**src/rtl/rs_encoder_serial.sv**
```systemverilog
// Symbol-serial systematic RS(7,5) encoder over GF(8), x^3+x+1.
// Message symbols pass through, then two LFSR parity symbols follow.
module rs_encoder_serial #(
  parameter int          SYMBOL_WIDTH = 3,
  parameter int          N            = 7,
  parameter int          K            = 5,
  parameter logic [2:0]  G1           = 3'b011,
  parameter logic [2:0]  G0           = 3'b110
) (
  input  logic                        clk,
  input  logic                        reset,
  input  logic                        in_valid,
  output logic                        in_ready,
  input  logic [SYMBOL_WIDTH-1:0]     in_sym,
  output logic                        out_valid,
  input  logic                        out_ready,
  output logic [SYMBOL_WIDTH-1:0]     out_sym,
  output logic                        out_last,
  output logic                        cw_valid,
  output logic [N*SYMBOL_WIDTH-1:0]   cw_out
);

  typedef enum logic [1:0] {
    MSG  = 2'd0,
    PAR1 = 2'd1,
    PAR2 = 2'd2
  } state_t;

  // bit[2] holds the coefficient of 1, bit[0] that of alpha^2
  function automatic logic [2:0] mul_alpha(input logic [2:0] a);
    return {a[0], a[2] ^ a[0], a[1]};
  endfunction

  function automatic logic [2:0] gf_mul(input logic [2:0] a,
                                        input logic [2:0] b);
    logic [2:0] acc;
    logic [2:0] t;
    acc = '0;
    t   = a;
    for (int i = 0; i < 3; i++) begin
      if (b[2-i]) acc = acc ^ t;
      t = mul_alpha(t);
    end
    return acc;
  endfunction

  state_t     state, state_nx;
  logic [2:0] cnt;
  logic [2:0] r1, r0;
  logic [2:0] fb;
  logic [K*SYMBOL_WIDTH-1:0] msg_sr;

  logic adv;
  logic ld_msg, ld_p1, ld_p2;
  logic last_msg;

  assign fb       = in_sym ^ r1;
  assign last_msg = (cnt == 3'(K - 1));

  always_ff @(posedge clk) begin
    if (reset) state <= MSG;
    else       state <= state_nx;
  end

  always_comb begin
    state_nx = state;
    unique case (state)
      MSG:  if (ld_msg && last_msg) state_nx = PAR1;
      PAR1: if (ld_p1) state_nx = PAR2;
      PAR2: if (ld_p2) state_nx = MSG;
      default: state_nx = MSG;
    endcase
  end

  always_comb begin
    adv      = !out_valid || out_ready;
    in_ready = 1'b0;
    ld_msg   = 1'b0;
    ld_p1    = 1'b0;
    ld_p2    = 1'b0;
    unique case (state)
      MSG: begin
        in_ready = adv && !reset;
        ld_msg   = in_valid && adv;
      end
      PAR1:    ld_p1 = adv;
      PAR2:    ld_p2 = adv;
      default: ;
    endcase
  end

  always_ff @(posedge clk) begin
    if (reset) begin
      cnt       <= '0;
      r1        <= '0;
      r0        <= '0;
      msg_sr    <= '0;
      out_valid <= 1'b0;
      out_sym   <= '0;
      out_last  <= 1'b0;
      cw_valid  <= 1'b0;
      cw_out    <= '0;
    end else begin
      cw_valid <= ld_p2;
      if (ld_msg) begin
        r1        <= r0 ^ gf_mul(fb, G1);
        r0        <= gf_mul(fb, G0);
        msg_sr    <= {msg_sr[(K-1)*SYMBOL_WIDTH-1:0], in_sym};
        cnt       <= last_msg ? 3'd0 : cnt + 3'd1;
        out_sym   <= in_sym;
        out_valid <= 1'b1;
        out_last  <= 1'b0;
      end else if (ld_p1) begin
        out_sym   <= r1;
        out_valid <= 1'b1;
        out_last  <= 1'b0;
      end else if (ld_p2) begin
        out_sym   <= r0;
        out_valid <= 1'b1;
        out_last  <= 1'b1;
        cw_out    <= {msg_sr, r1, r0};
        r1        <= '0;
        r0        <= '0;
      end else if (out_ready) begin
        out_valid <= 1'b0;
        out_last  <= 1'b0;
      end
    end
  end

endmodule

```
**config.mk**
```make
export PLATFORM = sky130hd
export DESIGN_NAME = rs_encoder_serial
export DESIGN_NICKNAME = d
export VERILOG_FILES = /design/src/rtl/rs_encoder_serial.sv
export SDC_FILE = /design/constraint.sdc
export NUM_CORES = 1
export LEC_CHECK = 0
export BUFFER_PORTS_ARGS = -buffer_cell sky130_fd_sc_hd__buf_2
export CAP_MARGIN = 10
export CORE_MARGIN = 2
export CORE_UTILIZATION = 38
export CTS_CLUSTER_SIZE = 20
export DETAILED_ROUTE_END_ITERATION = 10
export GPL_TIMING_DRIVEN = 0
export MAX_ROUTING_LAYER = met4
export PLACE_DENSITY = 0.58
export SLEW_MARGIN = 10
export SYNTH_ARGS = -nofsm -noshare
export SYNTH_HDL_FRONTEND = slang
export SYNTH_SLANG_ARGS = --single-unit
```
**constraint.sdc**
```tcl
create_clock -name clk -period 3.4 [get_ports clk]
set_clock_uncertainty 0.2 [all_clocks]
set_input_delay 0.68 -clock clk [delete_from_list [all_inputs] [get_ports clk]]
set_output_delay 0.68 -clock clk [all_outputs]
set_load 0.05 [all_outputs]
```
==> flow_metrics.py <==
metrics = {
    "timing": {
        "worst_pin_slew_ps": 527.0,
        "timing.final.max_slew_violations": 0,
        "finalSetupTns_ps": 0,
        "final_period_minus_worst_setup_slack_ps": 2602,
        "setup_viol": 0,
        "max_freq_mhz": 384.3,
        "final.period_utilization_pct": 76.54,
        "finalWorstSetupSlack_ps": 797.6,
        "hold_viol": 0,
        "grt_setup_unrepaired": "no",
        "timing.slew.headroom_pct": 64.86,
    },
    "critical_path": {
        "critical_path_peak_fanout": 10,
        "worst-r2r-setup-slack_ps": 1590,
        "critical_path_cell_sequence": "buf_2, nor2b_1, clkbuf_1, nor4_1, buf_2",
        "crit_top_cell": "buf_2",
        "worst-endpoint-required_ps": 2520,
        "worst_ep_arrival_time_ps": 1720,
        "critical-path-slowest-cell": "buf_2",
        "critical_path.startpoint_type": "input pin",
        "critical_path.reg2reg.endpoint": "cw_out[10]",
        "worst_r2r_path_depth": 5,
        "worstReg2RegStart": "state[1]",
        "worstSetupEndpointType": "primary output",
        "cp.buffers_inverters": 3,
        "maximum_cell_stage_delay_along_the_critical_path_ps": 330,
        "critPathTopFamily": "buffers and inverters",
        "criticalPathCategory": "in2out",
    },
    "job": {
        "max_cap_viol_count": 0,
    },
    "yosys": {
        "mappedNetlistNets": 269,
        "yosys_most_used_dff": "dfxtp_1",
        "synth-seq-area-share_pct": 50.66,
        "synth_cells": 260,
        "yosys_register_bits": 53,
        "warnings_from_yosys": 0,
        "async_reset_ff_share_pct": 0,
        "synth.lib_cells_used.distinct": 30,
        "synthesis.area_mm2": 0.002095,
        "avgSynthCellArea_um2": 8.056,
        "synth-edff-count": 0,
    },
    "global_routing": {
        "grt_pass1_vias": 1685,
        "grt_max_degree": 17,
        "met1_usage_pct": 22.20,
        "grt_use_met2_pct": 26.98,
        "grt.overflow.total": 0,
        "globalRouteMet3Util_pct": 3.563,
        "grt_first_pass_wirelength_um": 8059,
        "top_usage_layer": "met2",
        "antenna_violations_before_repair": 0,
        "globalRouteTotalUtil_pct": 17.09,
    },
    "cts": {
        "cts.path.max_buffers": 2,
        "clock_latency_late_sink_ps": 300,
        "cts_setup_buffers": 0,
        "cts_repair_resize_count": 0,
        "clkTransAtPathRegs_ps": 100,
        "postCtsHoldBufs": 0,
        "h_tree_depth": 2,
        "cts_tree": "yes",
        "cts_buffers": 5,
        "clockRootBuffer": "clkbuf_8",
        "tritoncts_num_sinks": 53,
    },
    "floorplanning": {
        "floorplan.io_pins": 35,
        "floorplan.die_area_mm2": 0.006122,
        "core_region_area_mm2": 0.005405,
        "row_count": 27,
        "die_w_um": 78.24,
        "initial_utilization_pct": 38.75,
        "fp.dieH_um": 78.24,
    },
    "hold_path": {
        "worst_hold_path_depth": 2,
        "hold_path_startpoint": "cw_out[5]",
        "worstHoldEndpoint": "cw_out[5]",
        "holdCritPathClass": "reg2reg",
    },
    "final_layout": {
        "nets": 309,
        "layout.cells.most_common_list": "nand2_1 (83), dfxtp_1 (53), a21oi_1 (48)",
        "layout_commonest_cell": "nand2_1",
        "fillerInstances": 568,
        "insertedDiodeCount": 0,
        "areaGrowthSynthToFinish_pct": 16.31,
        "drive_above_1_share_pct": 15.28,
    },
    "detailed_routing": {
        "via_count": 1813,
        "drt_iter0_drc": 77,
        "number_of_routed_nets_with_antenna_violations": 0,
        "drcViolationCount": 0,
        "drt-vias-per-instance": 4.861,
        "firstDrtPassIters": 4,
        "detail_route.wirelength_um": 4772,
        "wl_per_cell_um": 12.79,
    },
    "placement": {
        "gp_routability_congestion": 0.8317,
        "portBuffers": 33,
        "post_place_worst_slack_ps": 814.3,
        "estimated_wirelength_of_the_detail_placed_design_um": 3413,
    },
    "power": {
        "power.switching_fraction_pct": 29.99,
        "fraction_of_power_consumed_by_sequential_logic_pct": 53.7,
        "power_frac_comb_pct": 18.9,
        "p_leak_nw": 0.9322,
        "internal_uw": 917.9,
        "netSwitchingPower_uw": 393.2,
        "total_power_mw": 1.311,
        "max-vdd-ir-drop_uv": 201.4,
        "clock_network_fraction_of_total_power_pct": 27.4,
        "cellPowerDensity_mw_per_mm2": 538.2,
    },
    "run_status": {
        "outcome": "complete, no violations",
    },
}
## area by class of cell
class / count / area, um^2 / share of cell area [%]
Buffer: 17 / 68.82 / 2.825
Clock inverter: 2 / 13.76 / 0.5650
Inverter: 2 / 7.507 / 0.3082
Clock buffer: 6 / 72.57 / 2.979
Timing Repair Buffer: 33 / 165.2 / 6.780
Multi-Input combinational cell: 188 / 957.2 / 39.29
Tap cell: 72 / 90.09 / 3.698
Sequential cell: 53 / 1061 / 43.55
## cells in the mapped netlist (2+ instances only)
cell | n | share of area [%]
buf_2 | 4 | 0.96
nand3_1 | 3 | 0.72
a21oi_1 | 48 | 11
nand2_1 | 83 | 15
xnor2_1 | 6 | 2.5
nor2_1 | 14 | 2.5
ha_1 | 2 | 1.2
nand2b_1 | 4 | 1.2
o2bb2ai_1 | 3 | 1.3
xor2_1 | 2 | 0.84
nor2b_1 | 3 | 0.90
a311oi_1 | 3 | 1.3
o21ai_0 | 2 | 0.48
inv_1 | 2 | 0.36
dfxtp_1 | 53 | 51
clkbuf_1 | 12 | 2.2
nand3b_1 | 3 | 1.1
## worst min-delay path: cells and delay by family (launching register included)
family          cells  cell delay (ps)
compound gates      1               50
flops               1              320
simple gates        1               50
## state kept, by name (all words and copies together) (netlist names)
signal	count
cw_out	21
msg_sr	15
cnt	3
out_sym	3
r0	3
r1	3
state	2
cw_valid	1
out_last	1
out_valid	1
## metrics by stage
step	util (%)	hold slack, ps	instances	area, um^2
6_report	45.07	255.9	373	2436
4_1_cts	45.07	258.3	373	2436
5_1_grt	45.07	273.5	373	2436
3_5_place_dp	43.47	244.4	365	2350
3_3_place_gp	43.47	242.6	365	2350
2_1_floorplan	-	232.2	260	2095
## power groups by stage
| stage | combinational, mW | clock, mW | sequential (mW) |
|---|---|---|---|
| 2_1_floorplan | 0.189 | 0 | 0.716 |
| 3_3_place_gp | 0.244 | 0 | 0.718 |
| 3_5_place_dp | 0.245 | 0 | 0.719 |
| 4_1_cts | 0.248 | 0.370 | 0.704 |
| 5_1_grt | 0.274 | 0.392 | 0.711 |
| 6_report | 0.248 | 0.359 | 0.705 |
## how the worst max path moves through the flow
stage,from,to,slack [ps],cells after the start
6_report,out_ready,in_ready,800,5
5_1_grt,out_ready,in_ready,720,5
4_1_cts,out_ready,in_ready,810,5
3_5_place_dp,out_ready,in_ready,810,5
3_3_place_gp,out_ready,in_ready,820,5
2_1_floorplan,out_ready,in_ready,70,3
## metal layers
layer  wire, um  part of all wire, %
met1       2251                   47
met2       2247                   47
met3        244                  5.1
met4         27                 0.57
met5          0                    0
## cell families (layout without fill, tap and decap cells)
family,after synthesis,in the layout,share of synthesized area (%)
and+or+nand+nor,116,116,23.36
DFF,53,53,50.66
AOI/OAI and AO/OA,60,60,15.95
xor gates and xnor gates,10,10,5.197
adders and majority gates,2,2,1.195
buffers and inverters,19,60,3.644
No activity file was read; power rests on OpenSTA's default activity.
